--- config.mk ---
export PLATFORM = sky130hd
export DESIGN_NAME = deemph_iir
export DESIGN_NICKNAME = d
export VERILOG_FILES = /design/src/rtl/deemph_pkg.sv /design/src/rtl/iir_tap_mul.sv /design/src/rtl/deemph_iir.sv
export SDC_FILE = /design/constraint.sdc
export NUM_CORES = 1
export LEC_CHECK = 0
export CAP_MARGIN = 10
export CORE_MARGIN = 3
export CORE_UTILIZATION = 65
export CTS_CLUSTER_DIAMETER = 80
export DETAILED_ROUTE_END_ITERATION = 6
export DONT_BUFFER_PORTS = 1
export PLACE_DENSITY_LB_ADDON = 0.05
export SYNTH_ARGS = -nofsm -noshare
export SYNTH_HDL_FRONTEND = slang
export SYNTH_SLANG_ARGS = --single-unit
--- constraint.sdc ---
create_clock -name clock -period 27.8 [get_ports clock]
set_input_delay 5.56 -clock clock [delete_from_list [all_inputs] [get_ports clock]]
set_output_delay 5.56 -clock clock [all_outputs]
set_load 0.02 [all_outputs]
--- src/rtl/deemph_pkg.sv ---
// Shared types and constants for the deemph_iir de-emphasis filter.
// Holds the default coefficients, the FSM state type and the dequantize helper.
package deemph_pkg;

  localparam int unsigned DATA_W   = 32;
  localparam int unsigned COEF_W   = 32;
  localparam int unsigned PROD_W   = 2 * DATA_W;
  localparam int unsigned SUM_W    = DATA_W + 2;
  localparam int unsigned DEF_BITS = 10;

  localparam int DEF_X0 = 178;
  localparam int DEF_X1 = 178;
  localparam int DEF_Y1 = 666;

  typedef enum logic [1:0] {
    S_READ  = 2'd0,
    S_CALC  = 2'd1,
    S_WRITE = 2'd2
  } state_t;

  // Divide by 2^bits rounding toward zero: negative values get a bias before the shift.
  function automatic logic signed [SUM_W-1:0] dequantize(
    input logic signed [PROD_W-1:0] v,
    input int unsigned              bits
  );
    logic signed [PROD_W-1:0] bias;
    logic signed [PROD_W-1:0] adj;
    bias = v[PROD_W-1] ? ((PROD_W'(1) <<< bits) - PROD_W'(1)) : '0;
    adj  = (v + bias) >>> bits;
    return SUM_W'(adj);
  endfunction

endpackage

--- src/rtl/iir_tap_mul.sv ---
// One filter tap: signed sample x coefficient product, dequantized to the sum width.
// Purely combinational; the top registers the result.
module iir_tap_mul
  import deemph_pkg::*;
#(
  parameter int unsigned BITS = DEF_BITS
) (
  input  logic signed [DATA_W-1:0] sample,
  input  logic signed [COEF_W-1:0] coef,
  output logic signed [SUM_W-1:0]  term_c
);

  logic signed [PROD_W-1:0] prod;

  always_comb begin
    prod   = PROD_W'(sample) * PROD_W'(coef);
    term_c = dequantize(prod, BITS);
  end

endmodule

--- src/rtl/deemph_iir.sv ---
// First-order fixed-point IIR de-emphasis between two show-ahead FIFOs (3-cycle sample loop).
// Define DEEMPH_IIR_SATURATE_EN to clamp the sum instead of wrapping it.
module deemph_iir
  import deemph_pkg::*;
#(
  parameter int unsigned DATA_WIDTH = DATA_W,
  parameter int unsigned BITS       = DEF_BITS,
  parameter int          X0         = DEF_X0,
  parameter int          X1         = DEF_X1,
  parameter int          Y1         = DEF_Y1
) (
  input  logic                  clock,
  input  logic                  reset,
  input  logic [DATA_WIDTH-1:0] in_dout,
  input  logic                  in_empty,
  output logic                  in_rd_en,
  output logic [DATA_WIDTH-1:0] out_din,
  input  logic                  out_full,
  output logic                  out_wr_en
);

  localparam int unsigned SW = DATA_WIDTH + 2;

  state_t state;
  state_t state_nx;
  logic   pop;
  logic   push;

  logic signed [DATA_WIDTH-1:0] x;
  logic signed [DATA_WIDTH-1:0] x_hist;
  logic signed [DATA_WIDTH-1:0] y_hist;
  logic signed [DATA_WIDTH-1:0] y_next;
  logic signed [DATA_WIDTH-1:0] y_reduced;
  logic signed [SW-1:0]         t_x0;
  logic signed [SW-1:0]         t_x1;
  logic signed [SW-1:0]         t_y1;
  logic signed [SW-1:0]         sum;

  // Next-state and handshake decode
  always_comb begin
    state_nx = state;
    pop      = 1'b0;
    push     = 1'b0;
    unique case (state)
      S_READ: begin
        if (!in_empty) begin
          pop      = 1'b1;
          state_nx = S_CALC;
        end
      end
      S_CALC: state_nx = S_WRITE;
      S_WRITE: begin
        if (!out_full) begin
          push     = 1'b1;
          state_nx = S_READ;
        end
      end
      default: state_nx = S_READ;
    endcase
  end

  // Strobes are forced low while reset is held so nothing is popped or written.
  assign in_rd_en  = reset & pop;
  assign out_wr_en = reset & push;
  assign out_din   = y_next;

  iir_tap_mul #(.BITS(BITS)) u_tap_x0 (
    .sample (x),
    .coef   (COEF_W'(X0)),
    .term_c (t_x0)
  );

  iir_tap_mul #(.BITS(BITS)) u_tap_x1 (
    .sample (x_hist),
    .coef   (COEF_W'(X1)),
    .term_c (t_x1)
  );

  iir_tap_mul #(.BITS(BITS)) u_tap_y1 (
    .sample (y_hist),
    .coef   (COEF_W'(Y1)),
    .term_c (t_y1)
  );

  // Sum the taps with two guard bits, then bring back to the sample width
  always_comb begin
    sum = t_x0 + t_x1 + t_y1;
`ifdef DEEMPH_IIR_SATURATE_EN
    if (sum[SW-1:DATA_WIDTH-1] != {3{sum[SW-1]}}) begin
      y_reduced = sum[SW-1] ? {1'b1, {(DATA_WIDTH-1){1'b0}}}
                            : {1'b0, {(DATA_WIDTH-1){1'b1}}};
    end else begin
      y_reduced = DATA_WIDTH'(sum);
    end
`else
    y_reduced = DATA_WIDTH'(sum);
`endif
  end

  // State, sample and history registers; history only advances on a completed write
  always_ff @(posedge clock) begin
    if (!reset) begin
      state  <= S_READ;
      x      <= '0;
      x_hist <= '0;
      y_hist <= '0;
      y_next <= '0;
    end else begin
      state <= state_nx;
      if (pop) begin
        x <= in_dout;
      end
      if (state == S_CALC) begin
        y_next <= y_reduced;
      end
      if (push) begin
        x_hist <= x;
        y_hist <= y_next;
      end
    end
  end

endmodule

# Word level (Yosys, flattened, before mapping)
# Cells that the tools add are included.
[totals] ff_bits=130 inputBits=36 word_cells=31
[op_classes] n_addsub=5 n_mul=3 n_eq_ne=4 n_mux=10 bitwise_logic=2 reduce_logical=2
[op_table] cell="$add 41x11->42" n=2
[op_table] cell="$mul 32x8->40 const B" n=2
[op_table] cell="$add 32x32->32" n=2
[op_table] cell="$add 42x42->42" n=1
[op_table] cell="$mul 32x10->42 const B" n=1
[op_table] cell="$mux 10" n=3
[op_table] cell="$pmux 2 s3" n=1
[op_table] cell="$mux 1" n=4
[op_table] cell="$mux 2" n=2
[op_table] cell="$ne 2x2->1 const B" n=2
[op_table] cell="$and 1x1->1" n=2
[op_table] cell="$eq 2x1->1 const B" n=1
[op_table] cell="$eq 2x2->1 const B" n=1
[op_table] cell="$logic_not 2->1" n=1
[op_table] cell="$reduce_and 2->1" n=1

# Depth between registers and ports, before layout
# Gate-level depths: netlist (run 1).
[logic_depth] ltp_word=5 mapped_depth=46 mapped_depth_nobuf=45

# Modules after synthesis
# Synthesis (run 1) repeated with hierarchy kept, for this count alone.
[unflattened] hier_cells=12883 area_unflattened_um2=116928.4
[modules_own_cells] mod="iir_tap_mul (u_tap_x1)" instances=1 cells_each=4038 area_each_um2=36834.1 seq_area_each_um2=0.0
[modules_own_cells] mod="iir_tap_mul (u_tap_x0)" instances=1 cells_each=4009 area_each_um2=36804.0 seq_area_each_um2=0.0
[modules_own_cells] mod="iir_tap_mul (u_tap_y1)" instances=1 cells_each=3971 area_each_um2=36329.8 seq_area_each_um2=0.0
[modules_own_cells] mod="deemph_iir" instances=1 cells_each=865 area_each_um2=6960.4 seq_area_each_um2=2602.5

# Least setup slack after synthesis (run 1)
# No wires, ideal clock.
[synth_path] kind="input to output" start="in in_empty" end="out in_rd_en" t_arrival_ns=6.512 t_required_ns=22.240 path_slack_ns=15.728 cell_stages=4 path_buffers=2 path_cell_list="or3_1 > clkbuf_1 > clkbuf_1 > nor2_1"
[synth_between] elab_chain_len=3
[synth_rtl] item="start: declaration" line_no="deemph_iir.sv:15" source="input logic in_empty,"
[synth_rtl] item="$mux 1" line_no="deemph_iir.sv:46" source="if (!in_empty) begin"
[synth_rtl] item="$mux 1" line_no="deemph_iir.sv:44" source="unique case (state)"
[synth_rtl] item="$and 1x1->1" line_no="deemph_iir.sv:63" source="assign in_rd_en = reset & pop;"
[synth_rtl] item="end: declaration" line_no="deemph_iir.sv:16" source="output logic in_rd_en,"
# No other way between the ends.

# Final worst setup path (run 1)
[layout_path] start="in out_full" end="out out_wr_en"
[layout_between] elab_chain_len=3
[layout_rtl] item="start: declaration" line_no="deemph_iir.sv:18" source="input logic out_full,"
[layout_rtl] item="$mux 1" line_no="deemph_iir.sv:53" source="if (!out_full) begin"
[layout_rtl] item="$mux 1" line_no="deemph_iir.sv:44"
[layout_rtl] item="$and 1x1->1" line_no="deemph_iir.sv:64" source="assign out_wr_en = reset & push;"
[layout_rtl] item="end: declaration" line_no="deemph_iir.sv:19" source="output logic out_wr_en"
# No other way between the ends.

==> impl_metrics.ini, run 1 <==
[outcome]
outcome = complete, no violations

[die]
initial_core_util_pct = 66.04
core_mm2 = 0.03874
die_h_um = 204.4
rows = 72
fp.dieW_um = 204.4
io_pins = 70
die_area_mm2 = 0.04177

[sta]
tightest_slew_ps = 988.4
fin_tns_setup_ps = 0
rsz0062_at_grt = no
finalSetupViolations = 0
relSlewSlack_pct = 34.11
hold_viol = 0
fin_crit_sh_pct = 43.97
period_minus_slack_ps = 12220
slew_viol_final = 0
skew_ps = 8.274
max_freq_mhz = 81.80

[final_layout]
layout-drive-gt1-share_pct = 3.496
diodes = 0
nets = 3766
utilization_pct = 68.35
area_growth_pct = 3.497
design_area_mm2 = 0.02648
layout_commonest_cell = inv_1
fill_cells = 3323
final_cell_mix = inv_1, ha_1, nand2_1

[setup_path]
critPathMaxStageDelay_ps = 420
r2r_slack_ps = 16190
cp-startpoint = out_full
end_kind = output pin
crit_chain = or3b_2, buf_4, nor2_1
crit_buf_inv = 1
crit_family = simple AND/OR/NAND/NOR gates
crit_fanout = 35
critPathRequiredTime_ps = 22240
arrival_ps = 6660
crit_path_start_kind = primary input
rr_startpoint = y_hist[30]
slowest_stage = or3b_2
criticalPathCategory = in -> out

[route]
firstDrtPassIters = 5
drcViolationCount = 0
postRouteAntennaNets = 0
vias = 20494
vias_per_cell = 5.726
drt_iter0_markers = 1221
routed_wirelength_um = 61210
wl_per_cell_um = 17.10

[grt]
grt_max_degree = 125
gr-total-overflow = 0
grt_pass1_wl_um = 101500
grt_pass1_vias = 20663
antenna_found_initial = 0
grt_use_total_pct = 30.11

[logic_synthesis]
synth_seq_cells = 130
syn_nets = 3823
ys.flop_type = dfxtp_1
yosys_warnings = 0
ys_types = 115
syn_area_mm2 = 0.02558
synth-seq-area-share_pct = 10.17
avgSynthCellArea_um2 = 8.239
synth_edf_count = 0
syn_inst = 3105
synthArstFlopShare_pct = 0

[place]
port_buffers = 0
gp_congestion = 0.9792
dpl_cell_area_mm2 = 0.02588
dpl.hpwl_um = 51580

[pwr]
leakage_nw = 13.86
power_density_mw_per_mm2 = 29.96
pwr-share-comb_pct = 43.4
power.internal_uw = 460.6
clockPowerShare_pct = 29.4
sw_frac_of_total_pct = 41.94
p_seq_share_pct = 27.1
p_sw_uw = 332.8
irDropWorstVdd_mv = 0.04850

[job]
drv_cap = 0

[clock_network]
clockBufferDepth = 2
clkSinkCount = 130
cts_tree = done
clockRootBuffer = clkbuf_16
post_cts_resized = 0
cts_buffers = 17
htree_levels = 4
worstSkewPairLatency_ps = 470
clk_pin_slew_ps = 60
post_cts_buffers = 0
cts_hold_buf = 0

[min_path]
hold_start = x_hist[0]
min_path_type = reg -> reg
-- final timing paths --
check,endpoint,cells after the start
worst max-delay path,out_wr_en,3
worst min-delay path,x_hist[0],2
worst max register to register,out_din[31],44
worst min register to register,x_hist[0],2
-- tightest hold or removal path: stages, from the launching register on --
cell and delay [ps]:
dfxtp_1 360, nand2_1 70, a21boi_0 70
-- through the flow --
stage	total power [mW]	hold slack, ps	cells	setup slack [ps]
final	0.7933	549.2	3579	15580
after global routing	0.8539	568.6	3579	15540
after CTS	0.7960	552.4	3579	15580
after detailed placement	0.5620	543.8	3547	15580
after global placement	0.5527	528.6	3547	15590
after floorplan	0.4809	486.2	3105	15730
-- logic make-up after synthesis --
group                      count (synthesis)  share of synthesized area (%)
DFF                                      130                          10.17
muxes                                     13                         0.5478
and+or+nand+nor                          822                          15.72
adders and majority gates                682                          40.58
xor gates and xnor gates                 194                          6.701
AOI/OAI and AO/OA                        588                          15.97
buffers and inverters                    676                          10.31
-- sequential cells by signal, indices dropped and copies added, names as in the netlist --
register and count:
y_hist 32, x_hist 32, x 32, state 2
out_din 32
-- cell type report --
cell class	count	area (um^2)	area share (%)
Clock buffer	18	439.2	1.659
Clock inverter	14	153.9	0.5813
Inverter	593	2226	8.407
Multi-Input combinational cell	2299	20350	76.88
Sequential cell	130	2603	9.829
Tap cell	518	648.1	2.448
Timing Repair Buffer	7	52.55	0.1985
-- per-layer routing --
layer | GRT usage, % | part of all wire, % | vias to the layer above
met1 | 38.11 | 44 | 9810
met5 | 0 | 0 | -
li1 | - | - | 10203
met2 | 53.90 | 49 | 388
met4 | 10.37 | 3.2 | 0
met3 | 2.787 | 3.3 | 93
-- synthesized netlist by cell type (10+ instances only) --
cell,number,area [um^2]
dfxtp_1,130,2603
o21a_1,27,202.7
nor4_1,17,106.4
xnor2_1,116,1016
clkbuf_1,61,229.0
o21ai_1,10,50.05
fa_1,246,4925
nor3_1,54,270.3
o31ai_1,13,97.59
nand3_1,63,315.3
o21bai_1,15,112.6
a21boi_0,99,743.2
inv_1,593,2226
nor2_1,124,465.5
and3_1,22,137.6
ha_1,436,5455
a211oi_1,18,135.1
nand2b_1,22,137.6
nand4_1,29,181.4
nor2b_1,13,81.33
a21oi_1,126,630.6
a31oi_1,21,131.4
nor3b_1,16,120.1
and2_1,33,206.5
o211ai_1,13,97.59
nand2_1,353,1325
a21o_1,66,495.5
o21ai_0,84,420.4
xor2_1,77,674.4
-- power by group through the flow --
stage / logic [mW] / clock network (mW) / registers [mW]
3_5_place_dp: 0.343 / 0 / 0.219
2_1_floorplan: 0.269 / 0 / 0.212
3_3_place_gp: 0.334 / 0 / 0.219
4_1_cts: 0.344 / 0.237 / 0.215
5_1_grt: 0.394 / 0.244 / 0.216
6_report: 0.345 / 0.234 / 0.215
Power figures use the tool's default switching activity.
==> run 2, diff against run 1 <==
==> constraint.sdc (replaced) <==
create_clock -name clock -period 12.22 [get_ports clock]
set_input_delay 2.444 -clock clock [delete_from_list [all_inputs] [get_ports clock]]
set_output_delay 2.444 -clock clock [all_outputs]
set_load 0.02 [all_outputs]
==> impl_metrics.ini, run 2 (synthesis results as in run 1) <==
[sta]
max_freq_mhz = 86.90
rsz0062_at_grt = no
fin_crit_sh_pct = 94.17
period_minus_slack_ps = 11510
hold_viol = 0
fin_tns_setup_ps = 0
skew_ps = 14.80
hold_ws_ps = 538.0
finalSetupViolations = 0
tightest_slew_ps = 1071
relSlewSlack_pct = 28.62
slew_viol_final = 0

[final_layout]
area_growth_pct = 3.697
layout.cells.non_filler = 3581
multi_input_area_mm2 = 0.02036
layout_commonest_cell = inv_1
final_cell_mix = inv_1, ha_1, nand2_1
nets = 3768
diodes = 0
fill_cells = 3223
utilization_pct = 68.48
layout-drive-gt1-share_pct = 3.526
ff_latch_area_mm2 = 0.002603

[route]
postRouteAntennaNets = 0
vias_per_cell = 5.792
vias = 20741
routed_wirelength_um = 64090
wl_per_cell_um = 17.90
drt_iter0_markers = 1349
firstDrtPassIters = 5
drcViolationCount = 0

[clock_network]
clockBufferDepth = 2
clk_pin_slew_ps = 70
cts_tree = done
clockRootBuffer = clkbuf_16
cts_buffers = 17
cts_hold_buf = 0
worstSkewPairLatency_ps = 500
htree_levels = 4
clkSinkCount = 130

[grt]
grt_use_total_pct = 31.42
grt_pass1_wl_um = 104200
grt_max_degree = 125
antenna_found_initial = 1
gr-total-overflow = 0
grt_pass1_vias = 20765

[outcome]
outcome = complete, no violations

[place]
port_buffers = 0
gp_congestion = 0.9598
dp.cells = 3549
dpl.hpwl_um = 53170

[setup_path]
slowest_stage = fa_1
critPathRequiredTime_ps = 12670
crit_path_start_kind = flop
rr_startpoint = x[9]
end_kind = flop
critPathMaxStageDelay_ps = 550
crit_fanout = 6
criticalPathCategory = reg -> reg
cpMostUsedCell = ha_1
arrival_ps = 11950
cp-startpoint = x[9]

[die]
die_h_um = 204.4
rows = 72
fp.dieW_um = 204.4
core_mm2 = 0.03874
io_pins = 70
initial_core_util_pct = 66.04
die_area_mm2 = 0.04177

[pwr]
irDropWorstVdd_mv = 0.1082
leakage_nw = 13.90
power_mw = 1.858
power_density_mw_per_mm2 = 70.02

[min_path]
hold_start = x_hist[2]
min_path_type = reg -> reg

[job]
drv_cap = 0
==> run 2: cell count changes in the layout (fill, tap and decap cells not counted) <==
cell and change:
clkbuf_1 +2, inv_6 -2, clkinv_4 +2, buf_4 +2, clkinvlp_4 -4, bufinv_16 +1
o21ai_1 +2, o221ai_2 +1, clkinv_2 -1, clkbuf_8 +2, o221ai_1 -1, o21ai_0 -2
==> run 2: metal layers <==
layer	GRT usage (%)	vias to the layer above	wire, um
li1	-	10208	-
met1	38.58	9991	27560
met2	56.62	430	32320
met3	4.491	110	2350
met4	10.37	2	1859
met5	0	-	9
==> run 2: what timing repair did <==
item,in CTS,in global routing
setup buffers,0,0
gates resized for setup,0,3
setup endpoints to repair,0,1
==> run 2: cell type report <==
type / count / area share [%]
Clock buffer: 22 / 1.788
Timing Repair Buffer: 9 / 0.2547
Multi-Input combinational cell: 2299 / 76.75
Tap cell: 518 / 2.443
Sequential cell: 130 / 9.810
Clock inverter: 10 / 0.5613
Inverter: 593 / 8.391
==> run 2: final timing paths <==
| kind | to | slack, ps | depth (start not counted) |
|---|---|---|---|
| worst max-delay path | out_din[31] | 710 | 40 |
| worst min-delay path | x_hist[2] | 540 | 2 |
| worst max register to register | out_din[31] | 710 | 40 |
| worst min register to register | x_hist[2] | 540 | 2 |
==> run 2: per-stage QoR <==
step / setup WS (ps) / area [um^2]
after detailed placement: 422.5 / 25900
after floorplan: 1991 / 25580
after CTS: 420.6 / 26520
after global routing: 83.67 / 26530
final: 712.1 / 26530
after global placement: 550.3 / 25900
==> run 2: power by group <==
group	switching (mW)	total, mW	internal [mW]
Combinational	0.502	0.802	0.300
Sequential	0.0460	0.489	0.443
Clock	0.229	0.567	0.338
Total	0.777	1.86	1.08
==> run 2: worst max-delay path: cells and delay by family (launching register included) <==
| kind | cells | cell delay, ps |
|---|---|---|
| buffers and inverters | 3 | 360 |
| AND/OR/NAND/NOR | 12 | 2790 |
| flip-flops | 1 | 500 |
| XOR/XNOR | 3 | 1160 |
| adder cells (fa/ha/maj) | 8 | 3150 |
| AO/OA/AOI/OAI | 14 | 3510 |
